--- config.mk ---
export PLATFORM = sky130hd
export DESIGN_NAME = mac_scaler
export DESIGN_NICKNAME = d
export VERILOG_FILES = /design/src/rtl/mac_scaler.sv
export SDC_FILE = /design/constraint.sdc
export NUM_CORES = 1
export LEC_CHECK = 0
export ABC_AREA = 1
export CORE_ASPECT_RATIO = 0.6
export CORE_MARGIN = 2
export CORE_UTILIZATION = 45
export DETAILED_ROUTE_END_ITERATION = 16
export PLACE_DENSITY = 0.83
export SLEW_MARGIN = 20
export SYNTH_ARGS = -nofsm -noshare
export SYNTH_HDL_FRONTEND = slang
export SYNTH_SLANG_ARGS = --single-unit
--- constraint.sdc ---
create_clock -name clk -period 4.1 [get_ports clk]
set_clock_uncertainty 0.15 [all_clocks]
set_input_delay 0.82 -clock clk [delete_from_list [all_inputs] [get_ports clk]]
set_output_delay 0.82 -clock clk [all_outputs]
set_load 0.005 [all_outputs]
--- src/rtl/mac_scaler.sv ---
// mac_scaler: two-pass 24x16 multiply through a 16x16 MAC, recombining the partial products into 40 bits
module mac_scaler #(
   parameter int MAC_LATENCY = 0
) (
   input  logic        clk,
   input  logic        reset,
   input  logic        in_valid,
   output logic        in_ready,
   input  logic [23:0] in_a,
   input  logic [15:0] in_k,
   output logic [15:0] mac_a,
   output logic [15:0] mac_b,
   input  logic [31:0] mac_o,
   output logic        out_valid,
   input  logic        out_ready,
   output logic [39:0] out_p,
   output logic        busy
);
   typedef enum logic [1:0] {IDLE, LO, HI, DONE} state_t;
   state_t      state_q, state_d;
   logic [1:0]  cnt_q, cnt_d;
   logic [7:0]  a_hi_q, a_hi_d;
   logic [15:0] mac_a_q, mac_a_d, mac_b_q, mac_b_d;
   logic [31:0] lo_q, lo_d;
   logic [39:0] out_p_q, out_p_d;
   logic        out_valid_q, out_valid_d;
   logic        cnt_hit;
   assign cnt_hit   = cnt_q == 2'(MAC_LATENCY);
   assign in_ready  = (state_q == IDLE) & ~reset;
   assign busy      = state_q != IDLE;
   assign mac_a     = mac_a_q;
   assign mac_b     = mac_b_q;
   assign out_p     = out_p_q;
   assign out_valid = out_valid_q;
   // Sequencer: low slice first, then high slice, waiting MAC_LATENCY cycles for each product
   always_comb begin
      state_d     = state_q;
      cnt_d       = cnt_q;
      a_hi_d      = a_hi_q;
      mac_a_d     = mac_a_q;
      mac_b_d     = mac_b_q;
      lo_d        = lo_q;
      out_p_d     = out_p_q;
      out_valid_d = out_valid_q;
      case (state_q)
         IDLE: if (in_valid) begin
            a_hi_d  = in_a[23:16];
            mac_a_d = in_a[15:0];
            mac_b_d = in_k;
            cnt_d   = '0;
            state_d = LO;
         end
         LO: if (cnt_hit) begin
            lo_d    = mac_o;
            mac_a_d = {8'h00, a_hi_q};
            cnt_d   = '0;
            state_d = HI;
         end else cnt_d = cnt_q + 2'd1;
         HI: if (cnt_hit) begin
            out_p_d     = {8'h00, lo_q} + {mac_o[23:0], 16'h0000};
            out_valid_d = 1'b1;
            mac_a_d     = '0;
            mac_b_d     = '0;
            cnt_d       = '0;
            state_d     = DONE;
         end else cnt_d = cnt_q + 2'd1;
         DONE: if (out_ready) begin
            out_valid_d = 1'b0;
            state_d     = IDLE;
         end
         default: state_d = IDLE;
      endcase
   end
   // State registers; reset discards any in-flight job immediately
   always_ff @(posedge clk or posedge reset) begin
      if (reset) begin
         state_q     <= IDLE;
         cnt_q       <= '0;
         a_hi_q      <= '0;
         mac_a_q     <= '0;
         mac_b_q     <= '0;
         lo_q        <= '0;
         out_p_q     <= '0;
         out_valid_q <= 1'b0;
      end else begin
         state_q     <= state_d;
         cnt_q       <= cnt_d;
         a_hi_q      <= a_hi_d;
         mac_a_q     <= mac_a_d;
         mac_b_q     <= mac_b_d;
         lo_q        <= lo_d;
         out_p_q     <= out_p_d;
         out_valid_q <= out_valid_d;
      end
   end
endmodule

==> out/qor.csv, run 1 <==
stage;metric;value;unit
clock_tree;maximum clock path buffer count;2;
setup_path;CP cell instances;clkdlybuf4s50_1 -> nor2_1 -> clkdlybuf4s50_1;
power;Pleak;4.014;nW
clock_tree;TritonCTS Sinks;117;
clock_tree;CTS tree;built;
drt;Via Count;5461;
drt;drt drc;0;
run_status;status;complete, no violations;
synth;Mapped Area;6067;um2
sta;max-slew violation count;0;
placement;IO Port Bufs;150;
die;CORE AREA;13010;um2
sta;# setup viols final;0;
die;Initial Util;46.63;%
setup_path;CP Launch Type;primary input;
placement;Routability Congestion;0.9793;
placement;worst slack, placed;1.013;ns
global_routing;pin count of the biggest net entering global routing;66;
synth;Post-synth EDFFs;0;
setup_path;CP Class;in2out;
global_routing;GRT Total Usage;24.20;%
placement;Final HPWL DP;12000;um
clock_tree;Post-CTS Setup Repair Bufs;0;
sta;relative slew slack;40.58;%
synth;Async S/R FF share, synth;100.0;%
placement;# placed instances;1042;
clock_tree;clock-pin slew on the worst setup and hold paths;0.05;ns
setup_path;Top delay family on crit path;buffers and inverters;
clock_tree;H-tree levels;4;
sta;final hold viol count;0;
clock_tree;PostCTS Resize Cnt;0;
placement;DP Area;7706;um2
die;Die Y;93.94;um
clock_tree;CTS buffer count;17;
global_routing;first-pass GRT wire length;27200;um
setup_path;most used cell, CP;clkdlybuf4s50_1;
sta;WHS;0.3175;ns
hold_path;Hold WC Path Type;reg2reg;
finish;fin area;8310;um2
die;die width;153.9;um
power;peak supply drop;0.0003610;V
finish;final net count;992;
power;Pwr Total;6.845;mW
run;Max Cap Violations;0;
synth;Netlist cell types;35;
global_routing;initial antenna violation count;0;
setup_path;CP max-delay cell;clkdlybuf4s50_1;
global_routing;vias in the first global route;5358;
sta;Setup TNS Final;0;ns
synth;Syn Area/Cell;8.199;um2
die;Die Area;14460;um2
drt;DRT iter0 DRCs;387;
finish;Final Core Density;63.87;%
clock_tree;root buffer cell;clkbuf_16;
synth;post-synthesis register bit count;117;
sta;worst-margin pin slew;0.8881;ns
setup_path;Buf/Inv on CP;2;
global_routing;GR Overflow Total;0;
sta;minimum clock period;2.881;ns
setup_path;Max FO, Critical Path;2;
finish;# diodes;0;
sta;Setup WS post-layout;1.219;ns
sta;period utilization;70.26;%
synth;Syn Nets;841;
drt;final WL;16380;um
clock_tree;Post-CTS Hold Buffers;0;
finish;P&R area growth vs syn;36.98;%
synth;Yosys Warn Count;0;
drt;WL per Instance;15.28;um
setup_path;crit end category;primary output;
drt;Vias/cell;5.094;
synth;Post-Synthesis Cells;740;
synth;top_reg_cell synth;dfrtp_1;
clock_tree;insertion delay of the later-clocked pin in the worst-skew pair;0.40;ns
drt;Final ANT Viol Nets;0;
synth;sequential share of the synthesized area;48.26;%
sta;fmax;347.1;MHz
setup_path;Largest stage delay, worst path;0.50;ns
die;row count;32;
setup_path;CP required;3.13;ns
setup_path;Worst EP arrival;1.91;ns
drt;TritonRoute pass-1 iters;4;
sta;RSZ-0062 raised after global routing;false;
finish;filler-free cell count of the finished design;1072;
power;Pwr per Cell Area;823.6;nW/um2
die;I/O Pins;151;
finish;fraction of layout cells with a size suffix above 1;8.647;%
==> worst register-to-register path, cell delays in order (launching register included) <==
cell and delay (ns):
dfrtp_1 0.43, inv_1 0.13, ha_1 0.50, nand2_2 0.65, mux2_2 0.51
==> final cells by class <==
type	instances	area, um2
multi-input cells	515	2700
clock inverters	9	153.9
well taps	170	212.7
flip-flops and latches	117	2928
repair buffers	153	1536
fillers	1130	4702
inverters	87	329.1
clock buffers	21	450.4
==> placed cells by master, fill, tap and decap left out, types with 2 or more instances in the layout <==
cell             instances
nand3b_1                 4
nor2_2                   4
nand4_1                  5
o21ai_0                 41
bufinv_16                4
nor2_1                  46
nand3_1                 68
o21ai_1                  7
dfrtp_1                117
a21oi_1                 14
clkinv_2                 2
inv_2                    3
clkdlybuf4s50_1        150
ha_1                    24
nand2_2                  5
xor2_1                   2
xnor2_1                  4
clkbuf_1                 3
clkinvlp_4               2
or2_2                    2
clkinv_1                 2
clkbuf_16               17
a31oi_1                  8
mux2_2                  28
nand2_1                240
buf_4                    2
nor3_1                   4
inv_1                   81
==> registers in the layout (all words and copies together), names as in the netlist <==
| signal | cells |
|---|---|
| out_p | 40 |
| out_valid | 1 |
| cnt_q | 2 |
| lo_q | 32 |
| a_hi_q | 8 |
| mac_a | 16 |
| state_q | 2 |
| mac_b | 16 |
==> Yosys cell counts, drive strengths merged (8+ instances only) <==
cell,count,area (um2)
a21oi,14,70.07
a31oi,8,50.05
buf,12,78.82
clkbuf,9,33.78
dfrtp,117,2928
ha,24,300.3
inv,85,319.1
mux2,28,315.3
nand2,246,943.4
nand3,68,340.3
nor2,51,217.7
o21ai,48,240.2
==> final timing paths <==
path | slack (ns) | depth (start not counted) | to | start
worst max-delay path | 1.22 | 3 | in_ready | reset
worst min-delay path | 0.32 | 2 | out_p[15] | lo_q[15]
worst max register to register | 1.61 | 4 | lo_q[25] | state_q[1]
worst min register to register | 0.32 | 2 | out_p[15] | lo_q[15]
max in group asynchronous | 2.25 | 3 | out_p[34] | reset
min in group asynchronous | 0.76 | 2 | mac_a[13] | reset
==> power by group <==
part           internal (mW)  switching, mW
Clock                   1.02          0.505
Sequential              1.73          0.321
Combinational           1.48           1.78
==> metal layers <==
metal  part of all wire (%)  track usage (%)
met5                      0                0
met4                   0.40            6.308
met3                    8.7            7.011
met2                     40            34.42
met1                     51            35.93
==> cells by family (layout without fill, tap and decap cells) <==
group,count (synthesis),in the layout,share of synthesized area (%)
buffers and inverters,108,270,7.239
xor gates and xnor gates,6,6,0.8662
adders and majority gates,25,25,5.279
AOI/OAI and AO/OA,74,74,6.620
and+or+nand+nor,382,382,26.54
muxes,28,28,5.197
DFF,117,117,48.26
Note: power is estimated with default switching activity, not from simulation.
==> run 2, diff against run 1 <==
==> constraint.sdc (replaced) <==
create_clock -name clk -period 2.6 [get_ports clk]
set_clock_uncertainty 0.15 [all_clocks]
set_input_delay 0.52 -clock clk [delete_from_list [all_inputs] [get_ports clk]]
set_output_delay 0.52 -clock clk [all_outputs]
set_load 0.005 [all_outputs]
==> out/qor.csv, run 2 (synthesized netlist as in run 1, its figures left out) <==
stage;metric;value;unit;change
finish;Final Core Density;65.99;%;+2.1 points
clock_tree;clock-pin slew on the worst setup and hold paths;0.05;ns;about the same
power;share of power burned in registers;29.1;%;-0.9 points
power;Logic pwr share;48.9;%;+1.3 points
hold_path;Hold WC Path Type;reg2reg;;
die;row count;32;;unchanged
setup_path;CP cell instances;inv_1 -> ha_1 -> inv_2 -> nor2_1 -> clkdlybuf4s50_1;;
setup_path;Top delay family on crit path;buffers and inverters;;
global_routing;vias in the first global route;5330;;-0.52%
finish;# diodes;0;;unchanged
drt;DRT iter0 DRCs;367;;-5.2%
drt;Vias/cell;5.024;;-1.4%
sta;minimum clock period;2.504;ns;
sta;period utilization;96.30;%;
drt;WL per Instance;14.90;um;-2.5%
clock_tree;Post-CTS Hold Buffers;0;;unchanged
setup_path;CP Class;reg2out;;
drt;Via Count;5541;;+1.5%
power;peak supply drop;0.0006556;V;+82%
global_routing;initial antenna violation count;0;;unchanged
sta;final hold viol count;0;;unchanged
power;Clk network pwr share;22.1;%;-0.3 points
power;Pwr per Cell Area;1299;nW/um2;+58%
power;Sw Ratio;37.78;%;-0.30 points
finish;commonest non-fill, non-tap cell in the layout;nand2_1;;
global_routing;pin count of the biggest net entering global routing;51;;-23%
clock_tree;insertion delay of the later-clocked pin in the worst-skew pair;0.41;ns;about the same
clock_tree;maximum clock path buffer count;2;;unchanged
placement;Routability Congestion;0.9624;;-1.7%
die;Initial Util;46.63;%;unchanged
placement;Final HPWL DP;12140;um;+1.1%
clock_tree;TritonCTS Sinks;117;;unchanged
die;I/O Pins;151;;unchanged
die;die width;153.9;um;unchanged
finish;fraction of layout cells with a size suffix above 1;11.90;%;+3.2 points
finish;Fillers;1074;;-5.0%
finish;max FFs per register;40;;unchanged
power;NetSw;4.216;mW;+62%
finish;final net count;1021;;+2.9%
sta;fmax;399.4;MHz;
clock_tree;H-tree levels;4;;unchanged
die;Die Area;14460;um2;unchanged
setup_path;CP max-delay cell;clkdlybuf4s50_1;;
power;internal power;6.943;mW;+64%
clock_tree;CTS tree;built;;
power;Pleak;4.168;nW;+3.8%
global_routing;GRT Total Usage;24.29;%;+0.092 points
run;Max Cap Violations;0;;unchanged
sta;RSZ-0062 raised after global routing;false;;
setup_path;Max FO, Critical Path;5;;+3
setup_path;CP Launch Type;flip-flop;;
clock_tree;CTS buffer count;17;;unchanged
drt;Final ANT Viol Nets;0;;unchanged
drt;final WL;16430;um;+0.32%
drt;drt drc;0;;unchanged
sta;relative slew slack;62.25;%;+22 points
drt;TritonRoute pass-1 iters;5;;+1
setup_path;Largest stage delay, worst path;0.51;ns;about the same
global_routing;GR Overflow Total;0;;unchanged
sta;max-slew violation count;0;;unchanged
die;CORE AREA;13010;um2;unchanged
sta;WHS;0.3131;ns;-0.004384 ns
sta;worst-margin pin slew;0.5651;ns;-0.3230 ns
clock_tree;root buffer cell;clkbuf_16;;
run_status;status;complete, no violations;;
finish;P&R area growth vs syn;41.53;%;
die;Die Y;93.94;um;unchanged
sta;# setup viols final;0;;unchanged
finish;commonest cells after routing, fill and taps aside;240 x nand2_1, 150 x clkdlybuf4s50_1, 117 x dfrtp_1;;
setup_path;CP required;1.93;ns;-1.20 ns
setup_path;Buf/Inv on CP;3;;+1
placement;IO Port Bufs;150;;unchanged
setup_path;crit end category;primary output;;
setup_path;Worst EP arrival;1.83;ns;-0.08 ns
global_routing;first-pass GRT wire length;27100;um;-0.35%
## run 2: cell count changes in the layout (fill, tap and decap cells not counted)
cell        previous run  this run
buf_4                  2        28
clkbuf_1               3         2
inv_6                  0         1
inv_4                  1         0
buf_12                 1         4
clkinvlp_4             2         5
inv_1                 81        80
inv_2                  3         4
## run 2: path summary, 6_finish.rpt
check | from | to | slack, ns | cells after the start
max in group asynchronous | reset | lo_q[8] | 1.33 | 3
setup reg to reg | lo_q[16] | out_p[26] | 0.52 | 8
hold / removal | lo_q[15] | out_p[15] | 0.31 | 2
min in group asynchronous | reset | mac_b[9] | 0.40 | 2
hold reg to reg | lo_q[15] | out_p[15] | 0.31 | 2
setup / recovery | state_q[1] | in_ready | 0.1 | 5
## run 2: cell type report
class / count / area [um2] / area share, %
flip-flops and latches: 117 / 2928 / 34.10
multi-input cells: 515 / 2700 / 31.44
repair buffers: 182 / 1792 / 20.87
clock buffers: 20 / 446.7 / 5.202
inverters: 87 / 330.3 / 3.847
well taps: 170 / 212.7 / 2.477
clock inverters: 12 / 177.7 / 2.069
## run 2: power groups by stage
stage | Clock [mW] | Combinational (mW) | Sequential [mW]
after detailed placement | 0 | 5.40 | 3.25
after global routing | 2.61 | 6.11 | 3.35
after CTS | 2.51 | 5.45 | 3.25
after floorplan | 0 | 3.10 | 3.19
after global placement | 0 | 5.26 | 3.23
final | 2.46 | 5.45 | 3.24
## run 2: worst reg2reg max path, stage by stage, from the launching register on
cell     delay (ns)
dfrtp_1        0.39
ha_1           0.21
fa_1           0.39
buf_4          0.16
nand3_1        0.07
nand3_1        0.17
or2_2          0.32
nand3_1        0.07
nand2_1        0.05
## run 2: repair_timing
action / 4_1_cts / 5_1_grt
endpoints found under the setup margin: 0 / 1
setup buffers: 0 / 0
gates resized for setup: 0 / 1
## run 2: layer usage
layer,up-vias,track usage [%],part of all wire (%)
met4,0,5.296,0.59
met3,15,7.196,8.8
li1,2728,-,-
met5,-,0,0
met2,215,34.08,40
met1,2583,36.75,50
## run 2: per-stage QoR
step           total power, mW  instance area, um2  std cells  TNS (ns)  setup WS, ns
2_1_floorplan            6.292                6071        740         0        0.4931
3_3_place_gp             8.491                7963       1071  -0.06298      -0.05595
3_5_place_dp             8.651                7963       1071   -0.1447      -0.06543
4_1_cts                  11.20                8587       1103         0       0.03930
5_1_grt                  12.06                8587       1103         0      0.006452
6_report                 11.16                8587       1103         0       0.09609
